==> src/rtl/branch_queue.sv <==
// In-order branch queue: one outstanding branch per hardware thread, resolved out of order
// by execute, presented in allocation order to the PC stage for redirect or auto-retire.
module branch_queue #(
  parameter int XLEN  = 32,
  parameter int DEPTH = 8,
  parameter int TID_W = 3
) (
  input  logic             clk,
  input  logic             rst,
  input  logic             alloc_valid_i,
  input  logic [TID_W-1:0] alloc_thread_id_i,
  output logic             alloc_ready_o,
  input  logic             res_valid_i,
  input  logic [TID_W-1:0] res_thread_id_i,
  input  logic             res_taken_i,
  input  logic [XLEN-1:0]  res_target_i,
  output logic             branch_fifo_empty_o,
  output logic [TID_W-1:0] br_thread_id_o,
  output logic             br_valid_o,
  output logic             br_true_o,
  output logic [XLEN-1:0]  br_pc_o,
  input  logic             br_ack_i,
  output logic [TID_W:0]   count_o,
  output logic             err_o
);

  localparam int PTR_W = (DEPTH > 1) ? $clog2(DEPTH) : 1;
  localparam int CNT_W = TID_W + 1;

  logic [TID_W-1:0] ent_tid   [DEPTH];
  logic [XLEN-1:0]  ent_tgt   [DEPTH];
  logic [DEPTH-1:0] ent_pend;
  logic [DEPTH-1:0] ent_res;
  logic [DEPTH-1:0] ent_taken;

  logic [PTR_W-1:0] head_idx;
  logic [PTR_W-1:0] tail_idx;
  logic             head_wrap;
  logic             tail_wrap;
  logic             err_q;

  logic [CNT_W-1:0] count;
  logic             head_occ;
  logic             head_valid;
  logic             head_rt;
  logic             alloc_hit;
  logic             res_hit;
  logic [PTR_W-1:0] res_idx;
  logic             alloc_ready;
  logic             alloc_fire;
  logic             res_fire;
  logic             pop;
  logic             proto_err;

  // Occupancy from index difference; the wrap bits tell full apart from empty.
  always_comb begin
    if (head_wrap == tail_wrap) begin
      count = CNT_W'(tail_idx) - CNT_W'(head_idx);
    end else begin
      count = CNT_W'(DEPTH) - CNT_W'(head_idx) + CNT_W'(tail_idx);
    end
  end

  // At most one occupied entry per thread, so the first match is the only match.
  always_comb begin
    logic [PTR_W-1:0] idx;
    alloc_hit = 1'b0;
    res_hit   = 1'b0;
    res_idx   = '0;
    idx       = '0;
    for (int unsigned i = 0; i < DEPTH; i++) begin
      idx = PTR_W'(i);
      if (ent_pend[idx] && (ent_tid[idx] == alloc_thread_id_i)) begin
        alloc_hit = 1'b1;
      end
      if (!res_hit && ent_pend[idx] && (ent_tid[idx] == res_thread_id_i)) begin
        res_hit = 1'b1;
        res_idx = idx;
      end
    end
  end

  always_comb begin
    head_occ    = ent_pend[head_idx];
    head_valid  = head_occ && ent_res[head_idx];
    head_rt     = head_valid && ent_taken[head_idx];
    alloc_ready = (count < CNT_W'(DEPTH)) && !alloc_hit;
    alloc_fire  = alloc_valid_i && alloc_ready;
    res_fire    = res_valid_i && res_hit && !ent_res[res_idx];
    // Not-taken heads retire on their own; taken heads wait for the PC stage.
    pop         = head_valid && (!ent_taken[head_idx] || br_ack_i);
    proto_err   = (alloc_valid_i && !alloc_ready)
                || (res_valid_i && (!res_hit || ent_res[res_idx]))
                || (br_ack_i && !head_rt);
  end

  always_ff @(posedge clk) begin
    if (!rst) begin
      head_idx  <= '0;
      tail_idx  <= '0;
      head_wrap <= 1'b0;
      tail_wrap <= 1'b0;
      ent_pend  <= '0;
      ent_res   <= '0;
      ent_taken <= '0;
      err_q     <= 1'b0;
      for (int unsigned i = 0; i < DEPTH; i++) begin
        ent_tid[PTR_W'(i)] <= '0;
        ent_tgt[PTR_W'(i)] <= '0;
      end
    end else begin
      if (proto_err) begin
        err_q <= 1'b1;
      end

      // A resolving entry is never the popping head (pop needs it already resolved)
      // nor the tail slot (that slot is free unless full, and alloc is refused when full).
      if (res_fire) begin
        ent_res[res_idx]   <= 1'b1;
        ent_taken[res_idx] <= res_taken_i;
        ent_tgt[res_idx]   <= res_target_i;
      end

      if (pop) begin
        ent_pend[head_idx] <= 1'b0;
        ent_res[head_idx]  <= 1'b0;
        if (head_idx == PTR_W'(DEPTH - 1)) begin
          head_idx  <= '0;
          head_wrap <= ~head_wrap;
        end else begin
          head_idx <= head_idx + 1'b1;
        end
      end

      if (alloc_fire) begin
        ent_pend[tail_idx]  <= 1'b1;
        ent_res[tail_idx]   <= 1'b0;
        ent_taken[tail_idx] <= 1'b0;
        ent_tid[tail_idx]   <= alloc_thread_id_i;
        ent_tgt[tail_idx]   <= '0;
        if (tail_idx == PTR_W'(DEPTH - 1)) begin
          tail_idx  <= '0;
          tail_wrap <= ~tail_wrap;
        end else begin
          tail_idx <= tail_idx + 1'b1;
        end
      end
    end
  end

  assign alloc_ready_o       = alloc_ready;
  assign branch_fifo_empty_o = (count == '0);
  assign br_thread_id_o      = head_occ ? ent_tid[head_idx] : '0;
  assign br_valid_o          = head_valid;
  assign br_true_o           = head_rt;
  assign br_pc_o             = head_valid ? ent_tgt[head_idx] : '0;
  assign count_o             = count;
  assign err_o               = err_q;

endmodule

==> config.mk <==
export PLATFORM = sky130hd
export DESIGN_NAME = branch_queue
export DESIGN_NICKNAME = d
export VERILOG_FILES = /design/src/rtl/branch_queue.sv
export SDC_FILE = /design/constraint.sdc
export NUM_CORES = 1
export LEC_CHECK = 0
export BUFFER_PORTS_ARGS = -buffer_cell sky130_fd_sc_hd__buf_4
export CAP_MARGIN = 20
export CORE_MARGIN = 3
export CORE_UTILIZATION = 45
export DETAILED_ROUTE_END_ITERATION = 12
export PLACE_DENSITY = 0.62
export SETUP_SLACK_MARGIN = 0.05
export SLEW_MARGIN = 20
export SYNTH_ARGS = -nofsm -noshare
export SYNTH_HDL_FRONTEND = slang
export SYNTH_SLANG_ARGS = --single-unit
export TNS_END_PERCENT = 5
==> constraint.sdc <==
create_clock -name clk -period 8.6 [get_ports clk]
set_input_delay 2.15 -clock clk [delete_from_list [all_inputs] [get_ports clk]]
set_output_delay 2.15 -clock clk [all_outputs]
set_load 0.01 [all_outputs]
==> results.cfg <==
[status]
outcome = completed

[timing]
tightestPinTransition_ps = 1200
final_hold_viol_count = 0
period_needed_ps = 5880
fin_worst_skew_ps = 19.7
fin_setup_tns_ps = 0
rsz_0062_raised_after_global_routing = false
worst_slack_ps = 2720
timing.max_slew.rel_slack_pct = 20.2
final.period_utilization_pct = 68.3
setup_viol_count_final = 0
final-max-slew-violation-count = 0
fmax_mhz = 170

[clocking]
worst_skew_pair.late_latency_ps = 530
clock_tree_from_tritoncts = built
cts_hold_buffers = 0
clkSinkCount = 316
clk_pin_slew_worst_paths_ps = 60
ctsRootBufferMaster = sky130_fd_sc_hd__clkbuf_16
htree_num_levels = 2
post_cts.repair.setup_buffers = 0
cts_inserted_buffers = 35
cts_buffer_depth = 3
cts_resized = 0

[final_layout]
filler_cell_count = 2963
drive_above_1_share_pct = 23.1
final_net_count = 1455
flow.area_growth_from_synthesis_pct = 13.3
insertedDiodeCount = 0
stdcell_area_um2 = 17400
layoutNonFillerInstCount = 1876

[worst_setup_path]
worst_path_most_repeated_cell = sky130_fd_sc_hd__buf_4
cp_num_buf_inv = 3
critical_path.cell_chain = buf_4 -> xnor2_1 -> nand4_1 -> o41ai_2 -> nor3_4 -> nand2_1 -> inv_1 -> buf_4
worstSetupEndpointType = output port
crit_slowest_cell = sky130_fd_sc_hd__nor3_4
timing.setup.critical_path_class = input port to output port
path_max_fanout = 15
cp.required_ps = 6450
critPathTopFamily = simple AND/OR/NAND/NOR gates
critPathLaunchType = input port
crit_path_max_incr_delay_ps = 610
worst-endpoint-arrival_ps = 3730

[global_route]
grt_max_degree = 86
initial_antenna_violation_count = 0
first_pass_grt_wire_length_mm = 76.3
track_usage_pct = 27.3
grt-ovfl-total = 0
grt_pass1_vias = 12400

[hold_path]
worst_hold_path_type = flip-flop to flip-flop

[power_and_ir_drop]
power_per_cell_area_nw_per_um2 = 189
design_power_total_mw = 3.29
power_leakage_nw = 6.07
max-vdd-ir-drop_mv = 0.154

[route]
number_of_design_rule_violations_left_by_the_first_detailed_router_iteration = 1234
route.vias.total = 12500
post_drt_via_cell_ratio = 6.68
routed_wl_mm = 50.7
antenna_violating_nets_post_route = 0
drt-wirelength-per-cell_um = 27.0
drc = 0
drtPass1Iterations = 6

[place]
port_buffers = 87
placedCellCount = 1812
hpwl_mm = 28.4
post_dp_cell_area_um2 = 16200
gpl.final_weighted_congestion = 0.896
detailedPlace.worstSlack_ps = 2640

[synth]
asyncSetResetFlopFracSynth_pct = 0
synth_top_flop_cell = sky130_fd_sc_hd__dfxtp_1
ys_warn_count = 0
post_synth_instance_area_um2 = 15400
synth_seq_cells = 316
yosysUniqueCellTypes = 73
syn-num-nets = 1450
count_of_flip_flops_with_a_built_in_enable_after_synthesis = 24
synth_cells = 1398
synth_area_per_cell_um2 = 11.0
synth.yosys.seq_area_share_pct = 42.8

[floorplanning]
core_area_um2 = 33600
die_w_um = 191
die_area_um2 = 36400
die_h_um = 191
ioPinCount = 88
starting_utilization_of_the_core_area_pct = 45.7
core.rowCount = 67

[flow_run]
drv.max_cap_violation_count = 0
worst paths after layout:
kind                            slack (ps)                 start  cells after the start       endpoint
worst max-delay path                  2720  alloc_thread_id_i[1]                      8  alloc_ready_o
worst min-delay path                   460         ent_tgt[2][4]                      1  ent_tgt[2][4]
worst max register to register        4060           head_idx[2]                      9  ent_tgt[3][4]
worst min register to register         460         ent_tgt[2][4]                      1  ent_tgt[2][4]
worst register-to-register path: stages, from the launching register on:
cell	delay, ps
sky130_fd_sc_hd__dfxtp_1	680
sky130_fd_sc_hd__inv_1	260
sky130_fd_sc_hd__ha_1	410
sky130_fd_sc_hd__nor2b_1	160
sky130_fd_sc_hd__a221oi_2	240
sky130_fd_sc_hd__xnor2_1	230
sky130_fd_sc_hd__nor3_4	660
sky130_fd_sc_hd__nand2_1	540
sky130_fd_sc_hd__or3_1	860
sky130_fd_sc_hd__a32o_1	390
routing by layer:
layer | GRT usage [%] | vias up | part of all wire [%]
li1 | - | 5427 | -
met1 | 36.4 | 6291 | 41
met2 | 45.1 | 677 | 47
met3 | 4.58 | 142 | 8.6
met4 | 9.26 | 0 | 3.3
met5 | 0 | - | 0
layout by cell type (no fill, tap or decap), types with 24 or more instances in the layout:
master and count:
sky130_fd_sc_hd__mux4_2 76, sky130_fd_sc_hd__clkbuf_16 36, sky130_fd_sc_hd__nand3_1 77, sky130_fd_sc_hd__mux2i_1 48
sky130_fd_sc_hd__a32o_1 86, sky130_fd_sc_hd__nor2_1 128, sky130_fd_sc_hd__xnor2_1 41, sky130_fd_sc_hd__dfxtp_1 289
sky130_fd_sc_hd__buf_4 111, sky130_fd_sc_hd__o41ai_2 41, sky130_fd_sc_hd__nand4_1 46, sky130_fd_sc_hd__inv_1 26
sky130_fd_sc_hd__edfxtp_1 24, sky130_fd_sc_hd__a22o_1 32, sky130_fd_sc_hd__o2bb2ai_1 84, sky130_fd_sc_hd__nand2_1 55
sky130_fd_sc_hd__and2_1 39
synthesized netlist by cell type, drive strengths merged, types with 4 or more instances:
library cell / number / area share [%]
nand2: 56 / 1.4
a32o: 86 / 5.6
xor2: 12 / 0.83
nand2b: 6 / 0.24
nor3: 13 / 0.63
inv: 26 / 0.64
and2: 39 / 1.6
edfxtp: 24 / 4.7
o2bb2ai: 84 / 4.8
mux4: 76 / 11
o21bai: 4 / 0.22
o21ai: 15 / 0.49
clkbuf: 74 / 1.8
nand4: 49 / 2.1
buf: 72 / 2.7
ha: 7 / 0.57
nor4: 7 / 0.29
o41ai: 57 / 5.3
o211ai: 5 / 0.28
a22o: 32 / 1.8
mux2i: 49 / 3.2
nand3: 79 / 2.6
nor2: 130 / 3.2
dfxtp: 292 / 38
xnor2: 41 / 2.3
or3: 5 / 0.20
a21oi: 8 / 0.29
nor2b: 4 / 0.16
per-stage QoR:
step / hold slack [ps] / util, %
global placement: 440 / 48.2
finish: 456 / 51.8
global route: 473 / 51.8
floorplan: 427 / -
CTS: 460 / 51.6
detailed placement: 442 / 48.2
power breakdown:
| part | switching [mW] | leakage [nW] | total [mW] | internal, mW |
|---|---|---|---|---|
| clock | 0.620 | 0.566 | 1.49 | 0.872 |
| sequential | 0.0215 | 2.60 | 1.52 | 1.50 |
| combinational | 0.192 | 2.90 | 0.280 | 0.0876 |
| total | 0.834 | 6.07 | 3.29 | 2.46 |
kinds of logic after synthesis:
kind of cell               Yosys count  synth area share [%]
and+or+nand+nor                    402                  13.3
buffers and inverters              172                  5.14
muxes                              125                  14.3
adders and majority gates            8                 0.701
AOI/OAI and AO/OA                  322                  20.6
xor gates and xnor gates            53                  3.17
DFF                                316                  42.8
flip-flops by register name, indices dropped and copies added (netlist names), 3 cells and up, named ones only:
signal / count
ent_pend: 8
ent_res: 8
ent_taken: 8
ent_tgt: 256
ent_tid: 24
head_idx: 3
tail_idx: 3
final cells by class:
| cell class | instances | area (um^2) | area share (%) |
|---|---|---|---|
| repair buffers | 114 | 908 | 5.22 |
| multi-input cells | 910 | 8130 | 46.7 |
| flip-flops and latches | 316 | 6580 | 37.8 |
| inverters | 26 | 97.6 | 0.561 |
| clock buffers | 51 | 1040 | 5.96 |
| clock inverters | 11 | 96.3 | 0.554 |
| well taps | 448 | 561 | 3.22 |
No activity file was read; power rests on OpenSTA's default activity.
